**src/rtl/stream_pkg.sv**
```systemverilog
// Shared types and helpers for the stream arbitration blocks.
package stream_pkg;

    typedef enum logic {
        IDLE  = 1'b0,
        GRANT = 1'b1
    } arb_state_t;

    // Index width that stays legal (>= 1 bit) even for a single-entry space.
    function automatic int idx_w(input int n);
        return (n > 1) ? $clog2(n) : 1;
    endfunction

endpackage

```
**src/rtl/stream_burst_arbiter_if.sv**
```systemverilog
// Bundle of per-source request streams and the shared downstream stream.
interface stream_burst_arbiter_if #(
    parameter int NUM_SRC = 2,
    parameter int DW      = 32,
    parameter int IDW     = 1
);
    logic [NUM_SRC*DW-1:0] s_data_i;
    logic [NUM_SRC-1:0]    s_valid_i;
    logic [NUM_SRC-1:0]    s_last_i;
    logic [NUM_SRC-1:0]    s_ready_o;
    logic [DW-1:0]         m_data_o;
    logic                  m_valid_o;
    logic                  m_last_o;
    logic [IDW-1:0]        m_id_o;
    logic                  m_ready_i;
    logic                  busy_o;

    // Arbiter side.
    modport slave (
        input  s_data_i, s_valid_i, s_last_i, m_ready_i,
        output s_ready_o, m_data_o, m_valid_o, m_last_o, m_id_o, busy_o
    );

    // Environment side: drives the sources and the downstream ready.
    modport master (
        output s_data_i, s_valid_i, s_last_i, m_ready_i,
        input  s_ready_o, m_data_o, m_valid_o, m_last_o, m_id_o, busy_o
    );
endinterface

```
**src/rtl/stream_rr_pick.sv**
```systemverilog
// Combinational round-robin picker: first set request at or after ptr_i, wrapping.
module stream_rr_pick
    import stream_pkg::*;
#(
    parameter int NUM_SRC = 2,
    parameter int IDW     = idx_w(NUM_SRC)
) (
    input  logic [NUM_SRC-1:0] req_i,
    input  logic [IDW-1:0]     ptr_i,
    output logic [IDW-1:0]     win_o,
    output logic               any_o
);

    int idx;

    // Scan from the lowest priority upward so the highest-priority hit is written last.
    always_comb begin
        win_o = '0;
        any_o = |req_i;
        idx   = 0;
        for (int k = NUM_SRC - 1; k >= 0; k--) begin
            idx = int'(ptr_i) + k;
            if (idx >= NUM_SRC) idx = idx - NUM_SRC;
            if (req_i[idx]) win_o = idx[IDW-1:0];
        end
    end

endmodule

```
**src/rtl/stream_burst_arbiter.sv**
```systemverilog
// Burst-granular round-robin arbiter sharing one stream path among NUM_SRC sources.
module stream_burst_arbiter
    import stream_pkg::*;
#(
    parameter int NUM_SRC   = 2,
    parameter int DW        = 32,
    parameter int BURST_LEN = 4,
    parameter int IDW       = idx_w(NUM_SRC)
) (
    input logic                  clk,
    input logic                  rst,
    stream_burst_arbiter_if.slave bus
);

    localparam int             CW      = $clog2(BURST_LEN + 1);
    localparam logic [CW-1:0]  CNT_MAX = CW'(BURST_LEN - 1);
    localparam logic [IDW-1:0] SEL_MAX = IDW'(NUM_SRC - 1);

    arb_state_t         state_q, state_d;
    logic [IDW-1:0]     sel_q, sel_d;
    logic [IDW-1:0]     ptr_q, ptr_d;
    logic [CW-1:0]      cnt_q, cnt_d;
    logic [IDW-1:0]     pick_win;
    logic               pick_any;
    logic [NUM_SRC-1:0] s_ready;
    logic [DW-1:0]      m_data;
    logic               m_valid;
    logic               m_last;

    stream_rr_pick #(
        .NUM_SRC (NUM_SRC),
        .IDW     (IDW)
    ) u_pick (
        .req_i (bus.s_valid_i),
        .ptr_i (ptr_q),
        .win_o (pick_win),
        .any_o (pick_any)
    );

    always_ff @(posedge clk) begin
        if (rst) begin
            state_q <= IDLE;
            sel_q   <= '0;
            ptr_q   <= '0;
            cnt_q   <= '0;
        end else begin
            state_q <= state_d;
            sel_q   <= sel_d;
            ptr_q   <= ptr_d;
            cnt_q   <= cnt_d;
        end
    end

    always_comb begin
        state_d = state_q;
        sel_d   = sel_q;
        ptr_d   = ptr_q;
        cnt_d   = cnt_q;
        s_ready = '0;
        m_data  = '0;
        m_valid = 1'b0;
        m_last  = 1'b0;
        case (state_q)
            IDLE: begin
                if (pick_any) begin
                    sel_d   = pick_win;
                    cnt_d   = '0;
                    state_d = GRANT;
                end
            end
            GRANT: begin
                m_valid        = bus.s_valid_i[sel_q];
                m_data         = bus.s_data_i[sel_q*DW +: DW];
                s_ready[sel_q] = bus.m_ready_i;
                m_last         = m_valid & (bus.s_last_i[sel_q] | (cnt_q == CNT_MAX));
                if (m_valid && bus.m_ready_i) begin
                    cnt_d = cnt_q + 1'b1;
                    // Served source drops to lowest priority for the next arbitration.
                    if (m_last) begin
                        state_d = IDLE;
                        cnt_d   = '0;
                        ptr_d   = (sel_q == SEL_MAX) ? '0 : sel_q + 1'b1;
                    end
                end
            end
            default: state_d = IDLE;
        endcase
    end

    assign bus.s_ready_o = s_ready;
    assign bus.m_data_o  = m_data;
    assign bus.m_valid_o = m_valid;
    assign bus.m_last_o  = m_last;
    assign bus.m_id_o    = sel_q;
    assign bus.busy_o    = (state_q == GRANT);

endmodule

```
**src/flat_wrapper.sv**
```systemverilog
// flat-port wrapper written by rule: the top's interface ports become plain ports
module stream_burst_arbiter_flat import stream_pkg::*;
#(
    parameter int NUM_SRC   = 2,
    parameter int DW        = 32,
    parameter int BURST_LEN = 4,
    parameter int IDW       = idx_w(NUM_SRC)
)
  (clk, rst, bus_s_data_i, bus_s_valid_i, bus_s_last_i, bus_m_ready_i, bus_s_ready_o, bus_m_data_o, bus_m_valid_o, bus_m_last_o, bus_m_id_o, bus_busy_o);
  stream_burst_arbiter_if #(.NUM_SRC(NUM_SRC), .DW(DW), .IDW(IDW)) bus_i ();
  input logic clk;
  input logic rst;
  input wire logic [$bits(bus_i.s_data_i)-1:0] bus_s_data_i;
  input wire logic [$bits(bus_i.s_valid_i)-1:0] bus_s_valid_i;
  input wire logic [$bits(bus_i.s_last_i)-1:0] bus_s_last_i;
  input wire logic [$bits(bus_i.m_ready_i)-1:0] bus_m_ready_i;
  output wire logic [$bits(bus_i.s_ready_o)-1:0] bus_s_ready_o;
  output wire logic [$bits(bus_i.m_data_o)-1:0] bus_m_data_o;
  output wire logic [$bits(bus_i.m_valid_o)-1:0] bus_m_valid_o;
  output wire logic [$bits(bus_i.m_last_o)-1:0] bus_m_last_o;
  output wire logic [$bits(bus_i.m_id_o)-1:0] bus_m_id_o;
  output wire logic [$bits(bus_i.busy_o)-1:0] bus_busy_o;
  assign bus_i.s_data_i = bus_s_data_i;
  assign bus_i.s_valid_i = bus_s_valid_i;
  assign bus_i.s_last_i = bus_s_last_i;
  assign bus_i.m_ready_i = bus_m_ready_i;
  assign bus_s_ready_o = bus_i.s_ready_o;
  assign bus_m_data_o = bus_i.m_data_o;
  assign bus_m_valid_o = bus_i.m_valid_o;
  assign bus_m_last_o = bus_i.m_last_o;
  assign bus_m_id_o = bus_i.m_id_o;
  assign bus_busy_o = bus_i.busy_o;
  stream_burst_arbiter #(.NUM_SRC(NUM_SRC), .DW(DW), .BURST_LEN(BURST_LEN), .IDW(IDW)) u_core (.clk(clk), .rst(rst), .bus(bus_i));
endmodule
```
**config.mk**
```make
export PLATFORM = sky130hd
export DESIGN_NAME = stream_burst_arbiter_flat
export DESIGN_NICKNAME = d
export VERILOG_FILES = /design/src/rtl/stream_pkg.sv /design/src/rtl/stream_burst_arbiter_if.sv /design/src/rtl/stream_rr_pick.sv /design/src/rtl/stream_burst_arbiter.sv /design/src/flat_wrapper.sv
export SDC_FILE = /design/constraint.sdc
export NUM_CORES = 1
export LEC_CHECK = 0
export CORE_AREA = 2 2 62 64
export CTS_CLUSTER_DIAMETER = 40
export DETAILED_ROUTE_END_ITERATION = 8
export DIE_AREA = 0 0 64 66
export HOLD_SLACK_MARGIN = 0.1
export MAX_ROUTING_LAYER = met4
export PLACE_DENSITY = 0.86
export SKIP_CTS_REPAIR_TIMING = 1
export SKIP_LAST_GASP = 1
export SLEW_MARGIN = 10
export SYNTH_ARGS = -nofsm -noshare
export SYNTH_HDL_FRONTEND = slang
export SYNTH_SLANG_ARGS = --single-unit
```
**constraint.sdc**
```tcl
create_clock -name clk -period 1.9 [get_ports clk]
set_clock_uncertainty 0.15 [all_clocks]
set_input_delay 0.19 -clock clk [delete_from_list [all_inputs] [get_ports clk]]
set_output_delay 0.19 -clock clk [all_outputs]
set_load 0.01 [all_outputs]
```
## After elaboration in Yosys (flattened, before gate mapping)

Index checks and enable logic that the tools add are counted.

- Logic and storage cells: 58
- Input bits: 71
- Output and inout port bits: 38
- Flip-flop bits (word level): 6

- Order comparisons: 6
- Mux-type cells: 29
- Reductions and logical operators: 6
- Add/subtract/negate cells: 5
- Bitwise gates (word level): 4
- Shift operators: 1
- Equal/unequal tests: 3

Operators by type and width:

| kind | count |
|---|---|
| 32-bit two-way mux | 3 |
| 32-bit by 3-bit < comparator with 1-bit output, second input constant | 2 |
| 64-bit by 7-bit indexed part select with 32-bit output | 1 |
| 1-bit two-way mux | 19 |
| 3-bit two-way mux | 3 |
| 3-bit one-hot mux with 2 select lines | 1 |
| 2-bit AND reduction | 2 |
| 3-bit by 1-bit adder with 3-bit output, second input constant | 1 |
| 3-bit by 2-bit equality test with 1-bit output, second input constant | 1 |
| 3-bit AND reduction | 1 |
| 1-bit by 2-bit subtractor with 3-bit output, second input constant | 1 |
| 2-bit by 2-bit subtractor with 3-bit output, second input constant | 1 |
| 1-bit by 1-bit adder with 2-bit output, second input constant | 1 |
| 2-bit AND | 1 |
| 1-bit by 2-bit >= comparator with 1-bit output, second input constant | 1 |
| 2-bit >= comparator, second input constant | 1 |
| 1-bit logical AND | 2 |
| 1-bit by 2-bit < comparator with 1-bit output, second input constant | 1 |
| 2-bit two-way mux | 1 |
| 2-bit by 1-bit inequality test with 1-bit output, second input constant | 1 |
| 2-bit inequality test, second input constant | 1 |
| 1-bit one-hot mux with 2 select lines | 1 |
| 2-bit OR reduction | 1 |
| 1-bit adder, second input constant | 1 |
| other kinds (5) | 5 |

## Longest topological paths before layout

Gate-level depths: netlist (run 1).

- Depth after elaboration: 8
- Depth in mapped cells: 5

## Hierarchy

From an unflattened synthesis (run 1), not the netlist that was laid out.

- Cells, all modules: 112
- Area, all modules: 950.9 µm²

By module, submodules not included:

| module | times used | area an instance (µm²) | sequential area each (µm²) | cells each |
|---|---|---|---|---|
| stream_burst_arbiter | 1 | 933.4 | 120.1 | 109 |
| stream_rr_pick | 1 | 17.5 | 0.0 | 3 |

## Worst setup path before layout (run 1)

Ideal clock, no wire load.

- Path kind: flip-flop to output port
- Start: reg u_core.sel_q, in the netlist u_core.bus.m_id_o
- End: out bus_m_data_o[24]
- Data arrival time: 1.106 ns
- Cell stages (with the launch flop): 5
- Path slack: 0.454 ns
- Required time: 1.560 ns
- Path through: dfxtp_1 > buf_4 > buf_4 > mux2i_1 > nor2_1

- Longest elaborated chain between the ends: 2

Ends and longest elaborated chain:

| element | line | RTL |
|---|---|---|
| start, declared | stream_burst_arbiter.sv:20 | `logic [IDW-1:0] sel_q, sel_d;` |
| start signal, assigned | stream_burst_arbiter.sv:48 | `sel_q <= sel_d;` |
| 64-bit by 7-bit indexed part select with 32-bit output | stream_burst_arbiter.sv:73 | `m_data = bus.s_data_i[sel_q*DW +: DW];` |
| 32-bit two-way mux | stream_burst_arbiter.sv:63 | `case (state_q)` |
| end, declared | flat_wrapper.sv:18 | `output wire logic [$bits(bus_i.m_data_o)-1:0] bus_m_data_o;` |

Every way passes these cells.

## Worst setup path after layout (run 1)

- Start: reg u_core.sel_q, in the netlist u_core.bus.m_id_o
- End: out bus_m_data_o[13]

Same word-level chain as after synthesis.

==> qor.txt, run 1 <==
Post-DR wirelength/cell = 14.41 um
Ports = 109
Area leader, netlist = mux2i_1
Endpoint class of the critical path = output pin
Fmax = 512.6 MHz
Post-route ant nets = 0
Max-cap violation count = 0
Fin. max-slew vios = 0
CTS max path bufs = 2
Critical path startpoint = u_core.bus.m_id_o$_SDFFE_PP0P_
Routed vias = 1320
Die X = 64 um
Cells after synthesis = 118
Area of placed instances = 2077 um^2
Vias per cell = 4.583
Gpl congestion = 0.8216
Top sig layer = met4
# diodes = 0
Yosys reg bits = 6
Starting Density = 0.2498
Vias in the first global route = 1351
Post-route clock period utilization = 1.027
Max_slew headroom = 0.7895
Clock-pin slew on the worst setup and hold paths = 0.05 ns
Multi-input combinational cell area = 723.2 um^2
CTS H-tree lvls = 1
Post-DP HPWL = 3.084 mm
RSZ-0062 raised after global routing = true
Min Tclk post-route = 1.951 ns
Post-Place Cells = 276
Met3 WL post-DR = 314 um
Synth warn = 0
Fin area = 2297 um^2
Area growth syn-to-layout = 159.0%
Clk sink count = 6
Post-route DRC = 0
Setup Crit Path Kind = register to output pin
Total Routed Length = 4.150 mm
Reg-to-Reg End = u_core.cnt_q[1]$_SDFFE_PP0P_
Grt total ovfl = 0
Total GRT Usage = 0.1887
FF-to-FF path depth = 6
Nets = 315
Largest net degree at the start of global routing = 30
Clk Tree Root Cell = clkbuf_4
Num CTS Buffers = 3
Worst ir drop on vdd = 0.1413 mV
Status = finished with violations
Worst-Skew Late Latency = 0.25 ns
CP required = 1.56 ns
Crit path to = bus_m_data_o[13]
Port Buffers = 108
Leading post-synthesis cells by cell area = mux2i_1 42%, nor2_1 15%, dfxtp_1 14%, o211ai_1 4.2%, nand2b_1 3.5%
Worst R2R Start = u_core.cnt_q[0]$_SDFFE_PP0P_
Worst slew pin tran = 0.3148 ns
Initial antenna violation count = 0
Post-Syn Area per Cell = 7.518 um^2
Non-filler instance count after layout = 288
Post-synth design cell area = 887.1 um^2
Post-synth top area share = 0.4175
Drt pass-1 iters = 4
Synth unique cells = 22
Sequential share of the synthesized area = 0.1354
Syn nets = 191
Count of final setup violators = 2
Die Y-Extent = 66 um
Cell Rows = 22
Worst EP arrival = 1.61 ns
Final Hold Vio Count = 0
WL met2 = 2.163 mm
FF+latch area = 123.9 um^2
Initial drt markers = 26
Failing checks = setup timing
Core Area = 3551 um^2
Hold crit path type = register to register
Total Die Area = 4224 um^2
CTS tree = built
Worst setup margin = -0.05077 ns
Crit Path Max Fanout = 13
Crit path launch type = register
Share of layout cells above drive strength 1 = 0.1292
Total power per unit cell area = 327.4 nW/um^2
Met1 Wirelength = 1.592 mm
Fill cell count = 288
Lkg Pwr = 1.263 nW
Global-route wire length before repair = 6.092 mm
FF-to-FF setup slack = 0.27 ns
-- Yosys cell counts, drive strengths merged --
cell type	count
a211oi	3
a21oi	1
and3	1
and3b	1
buf	5
clkbuf	3
dfxtp	6
ha	2
inv	5
mux2i	37
nand2	1
nand2b	5
nor2	36
nor3b	2
o211ai	5
o21ai	3
o22a	1
or4	1
-- layer usage --
layer	GRT usage	vias to the layer above
met5	-	-
met4	0.07609	0
met3	0.03237	8
met2	0.3281	69
met1	0.2155	588
li1	-	655
-- report_power, final --
group / internal, mW / switching [mW] / leakage, nW / total [mW]
clock: 0.0720 / 0.0542 / 0.0138 / 0.126
sequential: 0.131 / 0.00719 / 0.0497 / 0.139
combinational: 0.312 / 0.175 / 1.20 / 0.487
total: 0.515 / 0.237 / 1.26 / 0.752
-- area by class of cell --
| class | instances | area share |
|---|---|---|
| Timing Repair Buffer | 127 | 0.5871 |
| Multi-Input combinational cell | 99 | 0.3148 |
| Sequential cell | 6 | 0.05392 |
| Tap cell | 48 | 0.02614 |
| Clock buffer | 3 | 0.009804 |
| Inverter | 5 | 0.008170 |
-- worst max-delay path, cell delays in order, from the launching register on --
cell and delay [ns]:
dfxtp_4 0.41, buf_12 0.16, mux2i_2 0.24, nor2_1 0.06
clkdlybuf4s50_1 0.47
-- cells by family (layout without fill, tap and decap cells) --
group,Yosys count,after routing,synth area share
simple gates,47,47,0.2370
compound gates,13,13,0.1015
mux,37,37,0.4175
flops,6,6,0.1354
fa+ha+maj,2,2,0.02820
buf+inv,13,135,0.08037
-- metrics by stage --
| stage | worst slack, ns | utilization | setup TNS [ns] | total power, mW | hold WS, ns |
|---|---|---|---|---|---|
| 6_report | -0.05077 | 0.6469 | -0.06968 | 0.7522 | 0.3265 |
| 2_1_floorplan | 0.4544 | - | 0 | 0.3060 | 0.2201 |
| 3_5_place_dp | -0.1063 | 0.5849 | -0.1514 | 0.6041 | 0.3195 |
| 5_1_grt | -0.1143 | 0.6469 | -0.6257 | 0.7960 | 0.3553 |
| 4_1_cts | -0.3070 | 0.5913 | -3.400 | 0.7317 | 0.3295 |
| 3_3_place_gp | -0.08114 | 0.5849 | -0.1219 | 0.6007 | 0.3093 |
-- state kept, by name (all words and copies together) (netlist names) --
name / flops
u_core.ptr_q: 1
u_core.cnt_q: 3
u_core.bus.busy_o: 1
u_core.bus.m_id_o: 1
-- how the worst min path moves through the flow --
stage,start,to,slack (ns),cells past startpoint
2_1_floorplan,bus_s_valid_i[1],u_core.bus.m_id_o$_SDFFE_PP0P_,0.22,2
3_3_place_gp,u_core.ptr_q$_SDFFE_PP0P_,u_core.ptr_q$_SDFFE_PP0P_,0.31,2
3_5_place_dp,u_core.ptr_q$_SDFFE_PP0P_,u_core.ptr_q$_SDFFE_PP0P_,0.32,2
4_1_cts,u_core.ptr_q$_SDFFE_PP0P_,u_core.ptr_q$_SDFFE_PP0P_,0.33,2
5_1_grt,u_core.ptr_q$_SDFFE_PP0P_,u_core.ptr_q$_SDFFE_PP0P_,0.36,2
6_report,u_core.ptr_q$_SDFFE_PP0P_,u_core.ptr_q$_SDFFE_PP0P_,0.33,2
-- cells in the final DEF (no fill, tap or decap), types with 3 or more instances in the layout --
cell type and instances:
inv_1 4, nor2_1 36, buf_12 3, o211ai_1 5, a211oi_1 3, dfxtp_1 5, buf_4 15, clkbuf_4 3
mux2i_2 4, clkdlybuf4s50_1 80, dlymetal6s2s_1 28, nand2b_1 5, mux2i_1 32
(Power assumes the default switching activity.)
==> run 2, diff against run 1 <==
--- a/config.mk
+++ b/config.mk
@@ -5,13 +5,13 @@
 export SDC_FILE = /design/constraint.sdc
 export NUM_CORES = 1
 export LEC_CHECK = 0
-export CORE_AREA = 2 2 62 64
-export CTS_CLUSTER_DIAMETER = 40
+export CORE_AREA = 2 2 60 62
+export CTS_CLUSTER_DIAMETER = 60
 export DETAILED_ROUTE_END_ITERATION = 8
-export DIE_AREA = 0 0 64 66
+export DIE_AREA = 0 0 62 64
 export HOLD_SLACK_MARGIN = 0.1
 export MAX_ROUTING_LAYER = met4
-export PLACE_DENSITY = 0.86
+export PLACE_DENSITY = 0.91
 export SKIP_CTS_REPAIR_TIMING = 1
 export SKIP_LAST_GASP = 1
 export SLEW_MARGIN = 10
==> constraint.sdc (replaced) <==
create_clock -name clk -period 2.53 [get_ports clk]
set_clock_uncertainty 0.15 [all_clocks]
set_input_delay 0.253 -clock clk [delete_from_list [all_inputs] [get_ports clk]]
set_output_delay 0.253 -clock clk [all_outputs]
set_load 0.01 [all_outputs]
==> qor.txt, run 2 (same netlist as run 1, synthesis figures left out) <==
Internal = 0.3629 mW (was 0.5155 mW)
Clk Tree Root Cell = clkbuf_4 (unchanged)
Reg-to-Reg End = u_core.cnt_q[1]$_SDFFE_PP0P_ (unchanged)
Biggest register = u_core.cnt_q (unchanged)
Combinational share of power = 0.626 (was 0.648)
Total power per unit cell area = 257.9 nW/um^2 (was 327.4 nW/um^2)
Worst R2R Start = u_core.cnt_q[0]$_SDFFE_PP0P_ (unchanged)
Initial drt markers = 57 (was 26)
Count of final setup violators = 0 (was 2)
Worst EP arrival = 1.84 ns (was 1.61 ns)
Crit path launch type = register (unchanged)
WL met2 = 1.710 mm (was 2.163 mm)
Post-DR wirelength/cell = 11.69 um (was 14.41 um)
Nets = 299 (was 315)
Worst ir drop on vdd = 0.1191 mV (was 0.1413 mV)
Gpl congestion = 0.8323 (was 0.8216)
Endpoint class of the critical path = output pin (unchanged)
Sequential power share = 0.198 (was 0.184)
Top sig layer = met4 (unchanged)
Total Die Area = 3968 um^2 (was 4224 um^2)
Max_slew headroom = 0.6016 (was 0.7895)
HP Start = u_core.cnt_q[2]$_SDFFE_PP0P_ (was u_core.ptr_q$_SDFFE_PP0P_)
Final core occ = 0.6149 (was 0.6469)
Status = complete, no violations (was finished with violations)
Worst-Skew Late Latency = 0.25 ns (about the same)
Setup TNS = 0 ns (was -0.06968 ns)
Setup Crit Path Kind = register to output pin (unchanged)
Commonest non-fill, non-tap cells in the layout = 108 x clkdlybuf4s50_1, 37 x mux2i_1, 36 x nor2_1 (was 80 x clkdlybuf4s50_1, 36 x nor2_1, 32 x mux2i_1)
Core Area = 3284 um^2 (was 3551 um^2)
Lkg Pwr = 0.7340 nW (was 1.263 nW)
CTS max path bufs = 2 (unchanged)
Port Buffers = 108 (unchanged)
Starting Density = 0.2701 (was 0.2498)
Share of layout cells above drive strength 1 = 0.04464 (was 0.1292)
Met1 Wirelength = 1.207 mm (was 1.592 mm)
RSZ-0062 raised after global routing = false (was true)
Total Routed Length = 3.155 mm (was 4.150 mm)
Clk sink count = 6 (unchanged)
Max-cap violation count = 0 (unchanged)
FF+latch area = 121.4 um^2 (was 123.9 um^2)
Min Tclk post-route = 2.242 ns
Ports = 109 (unchanged)
Final Hold Vio Count = 0 (unchanged)
Grt total ovfl = 0 (unchanged)
Post-route ant nets = 0 (unchanged)
FF-to-FF setup slack = 1.01 ns (was 0.27 ns)
Fill cell count = 291 (was 288)
CTS tree = built (unchanged)
Post-route DRC = 0 (unchanged)
Vias in the first global route = 1305 (was 1351)
# diodes = 0 (unchanged)
Multi-input combinational cell area = 695.7 um^2 (was 723.2 um^2)
CP required = 2.13 ns (was 1.56 ns)
Hold crit path type = register to register (unchanged)
Hold Path End = u_core.cnt_q[2]$_SDFFE_PP0P_ (was u_core.ptr_q$_SDFFE_PP0P_)
Post-route clock period utilization = 0.8863
CTS H-tree lvls = 1 (unchanged)
Largest net degree at the start of global routing = 37 (was 30)
Clock power share = 0.176 (was 0.168)
Fin. max-slew vios = 0 (unchanged)
Num CTS Buffers = 3 (unchanged)
Clock-pin slew on the worst setup and hold paths = 0.05 ns (about the same)
Cell Rows = 21 (was 22)
Post-DP HPWL = 2.615 mm (was 3.084 mm)
Hold Crit Depth = 2 (unchanged)
Area growth syn-to-layout = 127.6% (was 159.0%)
Largest register FFs = 3 (unchanged)
Global-route wire length before repair = 5.230 mm (was 6.092 mm)
Crit Path Max Fanout = 4 (was 13)
Net Sw Power = 0.1579 mW (was 0.2367 mW)
Die Y-Extent = 64 um (was 66 um)
Routed vias = 1225 (was 1320)
Met3 WL post-DR = 200 um (was 314 um)
FF-to-FF path depth = 5 (was 6)
Total GRT Usage = 0.1709 (was 0.1887)
Initial antenna violation count = 0 (unchanged)
Worst slew pin tran = 0.5968 ns (was 0.3148 ns)
Fmax = 446.0 MHz
Switching Share = 0.3033 (was 0.3147)
Most common cell after layout, fill and taps aside = clkdlybuf4s50_1 (unchanged)
Drt pass-1 iters = 4 (unchanged)
Die X = 62 um (was 64 um)
Vias per cell = 4.537 (was 4.583)
run 2: cell types whose count changed in the layout (fill, tap and decap cells not counted), sizes merged:
cell           previous run  this run
buf                      18         3
clkbuf                    4         3
clkdlybuf4s50            80       108
dlymetal6s2s             28         0
run 2: critical path: stages (launching register included):
cell	delay [ns]
dfxtp_1	0.35
ha_1	0.15
ha_1	0.21
inv_1	0.08
a211oi_1	0.22
clkdlybuf4s50_1	0.58
run 2: per-layer routing:
metal	global-route usage	up-vias
met3	0.02227	4
met2	0.3294	63
met4	0.03723	0
li1	-	624
met1	0.1732	534
met5	-	-
run 2: power groups by stage:
stage	sequential, mW	clock [mW]	combinational [mW]
after floorplan	0.107	0	0.123
after global placement	0.105	0	0.325
after detailed placement	0.105	0	0.328
after CTS	0.103	0.0945	0.329
after global routing	0.104	0.101	0.355
final	0.103	0.0915	0.326
run 2: worst max-delay path by stage:
| stage | start | end | slack, ns | depth (start not counted) |
|---|---|---|---|---|
| floorplan | u_core.bus.m_id_o$_SDFFE_PP0P_ | bus_m_data_o[24] | 1.02 | 4 |
| global placement | bus_s_valid_i[0] | bus_m_last_o | 0.40 | 4 |
| detailed placement | bus_s_valid_i[0] | bus_m_last_o | 0.36 | 4 |
| CTS | u_core.cnt_q[0]$_SDFFE_PP0P_ | bus_m_last_o | 0.26 | 5 |
| global route | u_core.cnt_q[0]$_SDFFE_PP0P_ | bus_m_last_o | 0.19 | 5 |
| finish | u_core.cnt_q[0]$_SDFFE_PP0P_ | bus_m_last_o | 0.29 | 5 |
run 2: per-stage QoR:
| step | hold WS, ns | std cells | instance area, um^2 | total power, mW | worst slack [ns] |
|---|---|---|---|---|---|
| 2_1_floorplan | 0.2831 | 118 | 887.1 | 0.2298 | 1.021 |
| 3_3_place_gp | 0.3147 | 267 | 1997 | 0.4298 | 0.3968 |
| 3_5_place_dp | 0.3174 | 267 | 1997 | 0.4328 | 0.3572 |
| 4_1_cts | 0.3273 | 270 | 2019 | 0.5269 | 0.2607 |
| 5_1_grt | 0.3571 | 270 | 2019 | 0.5597 | 0.1928 |
| 6_report | 0.3211 | 270 | 2019 | 0.5208 | 0.2876 |
run 2: cell type report:
| class | instances | share of cell area |
|---|---|---|
| inverter | 5 | 0.009294 |
| multi-input combinational | 99 | 0.3445 |
| tap | 46 | 0.02850 |
| clock buffer | 3 | 0.01115 |
| timing repair buffer | 111 | 0.5465 |
| sequential | 6 | 0.06010 |
==> run 3, diff against run 2 <==
--- a/config.mk
+++ b/config.mk
@@ -11,10 +11,11 @@
 export DIE_AREA = 0 0 62 64
 export HOLD_SLACK_MARGIN = 0.1
 export MAX_ROUTING_LAYER = met4
-export PLACE_DENSITY = 0.91
+export PLACE_DENSITY = 0.93
 export SKIP_CTS_REPAIR_TIMING = 1
 export SKIP_LAST_GASP = 1
 export SLEW_MARGIN = 10
 export SYNTH_ARGS = -nofsm -noshare
 export SYNTH_HDL_FRONTEND = slang
+export SYNTH_HIERARCHICAL = 1
 export SYNTH_SLANG_ARGS = --single-unit
==> constraint.sdc (replaced) <==
create_clock -name clk -period 2.7 [get_ports clk]
set_clock_uncertainty 0.15 [all_clocks]
set_input_delay 0.27 -clock clk [delete_from_list [all_inputs] [get_ports clk]]
set_output_delay 0.27 -clock clk [all_outputs]
set_load 0.01 [all_outputs]
==> qor.txt, run 3 <==
Status = complete, no violations (unchanged)
Multi-input combinational cell area = 762.0 um^2 (was 695.7 um^2)
Lkg Pwr = 0.7266 nW (was 0.7340 nW)
Fill cell count = 291 (unchanged)
Yosys reg bits = 6 (unchanged)
CP required = 2.28 ns (was 2.13 ns)
Vias in the first global route = 1128 (was 1305)
Post-synth design cell area = 950.9 um^2 (was 887.1 um^2)
Crit path launch type = register (unchanged)
Fin. max-slew vios = 0 (unchanged)
Area leader, netlist = mux2i_1 (unchanged)
Post-Syn Area per Cell = 8.490 um^2 (was 7.518 um^2)
Combinational share of power = 0.628 (was 0.626)
Synth unique cells = 25 (was 22)
Post-synth EDFFs = 0 (unchanged)
Cells after synthesis = 112 (was 118)
Final Hold Vio Count = 0 (unchanged)
Post-synth top area share = 0.3579 (was 0.4175)
Most common cell after layout, fill and taps aside = clkdlybuf4s50_1 (unchanged)
Clock-pin slew on the worst setup and hold paths = 0.05 ns (about the same)
Count leader, synth = mux2i_1 (unchanged)
Sequential power share = 0.200 (was 0.198)
# diodes = 0 (unchanged)
Post-route clock period utilization = 0.8550
Routed vias = 1182 (was 1225)
Fmax = 433.2 MHz
Initial antenna violation count = 0 (unchanged)
Cell Rows = 21 (unchanged)
FF+latch area = 121.4 um^2 (unchanged)
Min Tclk post-route = 2.309 ns
Predominant post-synthesis flop cell = dfxtp_1 (unchanged)
Post-DP HPWL = 2.861 mm (was 2.615 mm)
Post-route DRC = 0 (unchanged)
Ports = 109 (unchanged)
CTS H-tree lvls = 1 (unchanged)
Count of final setup violators = 0 (unchanged)
Post-DR wirelength/cell = 12.64 um (was 11.69 um)
Total GRT Usage = 0.1668 (was 0.1709)
Sequential share of the synthesized area = 0.1263 (was 0.1354)
Max_slew headroom = 0.7301 (was 0.6016)
Hold_ws = 0.3209 ns (was 0.3211 ns)
Synth warn = 6 (was 0)
Switching Share = 0.2821 (was 0.3033)
Non-filler instance count after layout = 264 (was 270)
Worst-Skew Late Latency = 0.25 ns (about the same)
Setup Crit Path Kind = register to output pin (unchanged)
Total power per unit cell area = 232.3 nW/um^2 (was 257.9 nW/um^2)
Total Routed Length = 3.338 mm (was 3.155 mm)
Grt total ovfl = 0 (unchanged)
Crit Path Max Fanout = 25 (was 4)
Ys async rst share = 0 (unchanged)
Clk sink count = 6 (unchanged)
Net Sw Power = 0.1369 mW (was 0.1579 mW)
Worst EP arrival = 1.89 ns (was 1.84 ns)
Leading post-synthesis cells by cell area = mux2i_1 36%, nor2b_1 22%, dfxtp_1 13%, o32ai_1 2.8%, ha_1 2.6% (was mux2i_1 42%, nor2_1 15%, dfxtp_1 14%, o211ai_1 4.2%, nand2b_1 3.5%)
Vias per cell = 4.477 (was 4.537)
Global-route wire length before repair = 4.995 mm (was 5.230 mm)
Clock power share = 0.172 (was 0.176)
Post-route ant nets = 0 (unchanged)
Share of layout cells above drive strength 1 = 0.05963 (was 0.04464)
Largest register FFs = 3 (unchanged)
Clk Tree Root Cell = clkbuf_4 (unchanged)
Nets = 293 (was 299)
Commonest non-fill, non-tap cells in the layout = 108 x clkdlybuf4s50_1, 34 x mux2i_1, 33 x nor2b_1 (was 108 x clkdlybuf4s50_1, 37 x mux2i_1, 36 x nor2_1)
Hold crit path type = register to register (unchanged)
Die Y-Extent = 64 um (unchanged)
Setup TNS = 0 ns (unchanged)
CTS max path bufs = 2 (unchanged)
Area growth syn-to-layout = 119.7% (was 127.6%)
Die X = 62 um (unchanged)
Post-Place Cells = 261 (was 267)
CTS tree = built (unchanged)
Biggest register = u_core/cnt_q (was u_core.cnt_q)
RSZ-0062 raised after global routing = false (unchanged)
Worst ir drop on vdd = 0.1970 mV (was 0.1191 mV)
Port Buffers = 108 (unchanged)
Max-cap violation count = 0 (unchanged)
Gpl congestion = 0.7920 (was 0.8323)
Internal = 0.3485 mW (was 0.3629 mW)
Initial drt markers = 62 (was 57)
Endpoint class of the critical path = output pin (unchanged)
Synth top cells by count = 34 x mux2i_1, 33 x nor2b_1, 6 x dfxtp_1 (was 37 x mux2i_1, 36 x nor2_1, 6 x dfxtp_1)
Largest net degree at the start of global routing = 26 (was 37)
Starting Density = 0.2895 (was 0.2701)
Syn nets = 185 (was 191)
Drt pass-1 iters = 4 (unchanged)
Core Area = 3284 um^2 (unchanged)
Num CTS Buffers = 3 (unchanged)
Total Die Area = 3968 um^2 (unchanged)
Worst slew pin tran = 0.4048 ns (was 0.5968 ns)
## run 3: through the flow
stage                     area, um^2  power, mW  utilization  setup slack, ns
after floorplan                950.9     0.2146            -            1.100
after global placement          2067     0.4015       0.6293           0.4813
after detailed placement        2067     0.4069       0.6293           0.4732
after CTS                       2090     0.4942       0.6362           0.3532
after global routing            2090     0.5218       0.6362           0.2303
final                           2090     0.4855       0.6362           0.3915
## run 3: worst max-delay path, stage by stage (launching register included)
cell,delay (ns)
dfxtp_2,0.40
buf_4,0.40
mux2i_1,0.15
nor2b_1,0.13
clkdlybuf4s50_1,0.55
## run 3: layer usage
metal,track usage,wire length [um],vias up
met4,0.02394,0,0
met2,0.3021,1639,67
li1,-,-,603
met1,0.1878,1295,512
met5,-,0,-
met3,0.03036,403,0
## run 3: final timing paths
path                                                     start                           end  slack [ns]  cells after the start
worst min-delay path                 u_core/ptr_q$_SDFFE_PP0P_     u_core/ptr_q$_SDFFE_PP0P_        0.32                      2
worst max-delay path            u_core/bus.m_id_o$_SDFFE_PP0P_               bus_m_data_o[1]        0.39                      4
worst min register to register       u_core/ptr_q$_SDFFE_PP0P_     u_core/ptr_q$_SDFFE_PP0P_        0.32                      2
worst max register to register    u_core/cnt_q[0]$_SDFFE_PP0P_  u_core/cnt_q[1]$_SDFFE_PP0P_        1.20                      4
## run 3: area by class of cell
class                           count  share of cell area
Inverter                            4            0.007186
Sequential cell                     6             0.05808
Multi-Input combinational cell     93              0.3647
Tap cell                           46             0.02754
Timing Repair Buffer              112              0.5317
Clock buffer                        3             0.01078
## run 3: cell families (layout without fill, tap and decap cells)
logic type	Yosys count	in the layout	synth area share
AND/OR/NAND/NOR	47	47	0.3132
multiplexers	36	36	0.3816
buffers and inverters	13	119	0.07235
AO/OA/AOI/OAI	8	8	0.08027
flip-flops	6	6	0.1263
adder cells (fa/ha/maj)	2	2	0.02631
## run 3: power groups by stage
stage	logic [mW]	clock network [mW]	registers (mW)
after floorplan	0.118	0	0.0964
after detailed placement	0.308	0	0.0990
after CTS	0.308	0.0886	0.0972
after global routing	0.331	0.0932	0.0979
final	0.305	0.0837	0.0971
after global placement	0.303	0	0.0988
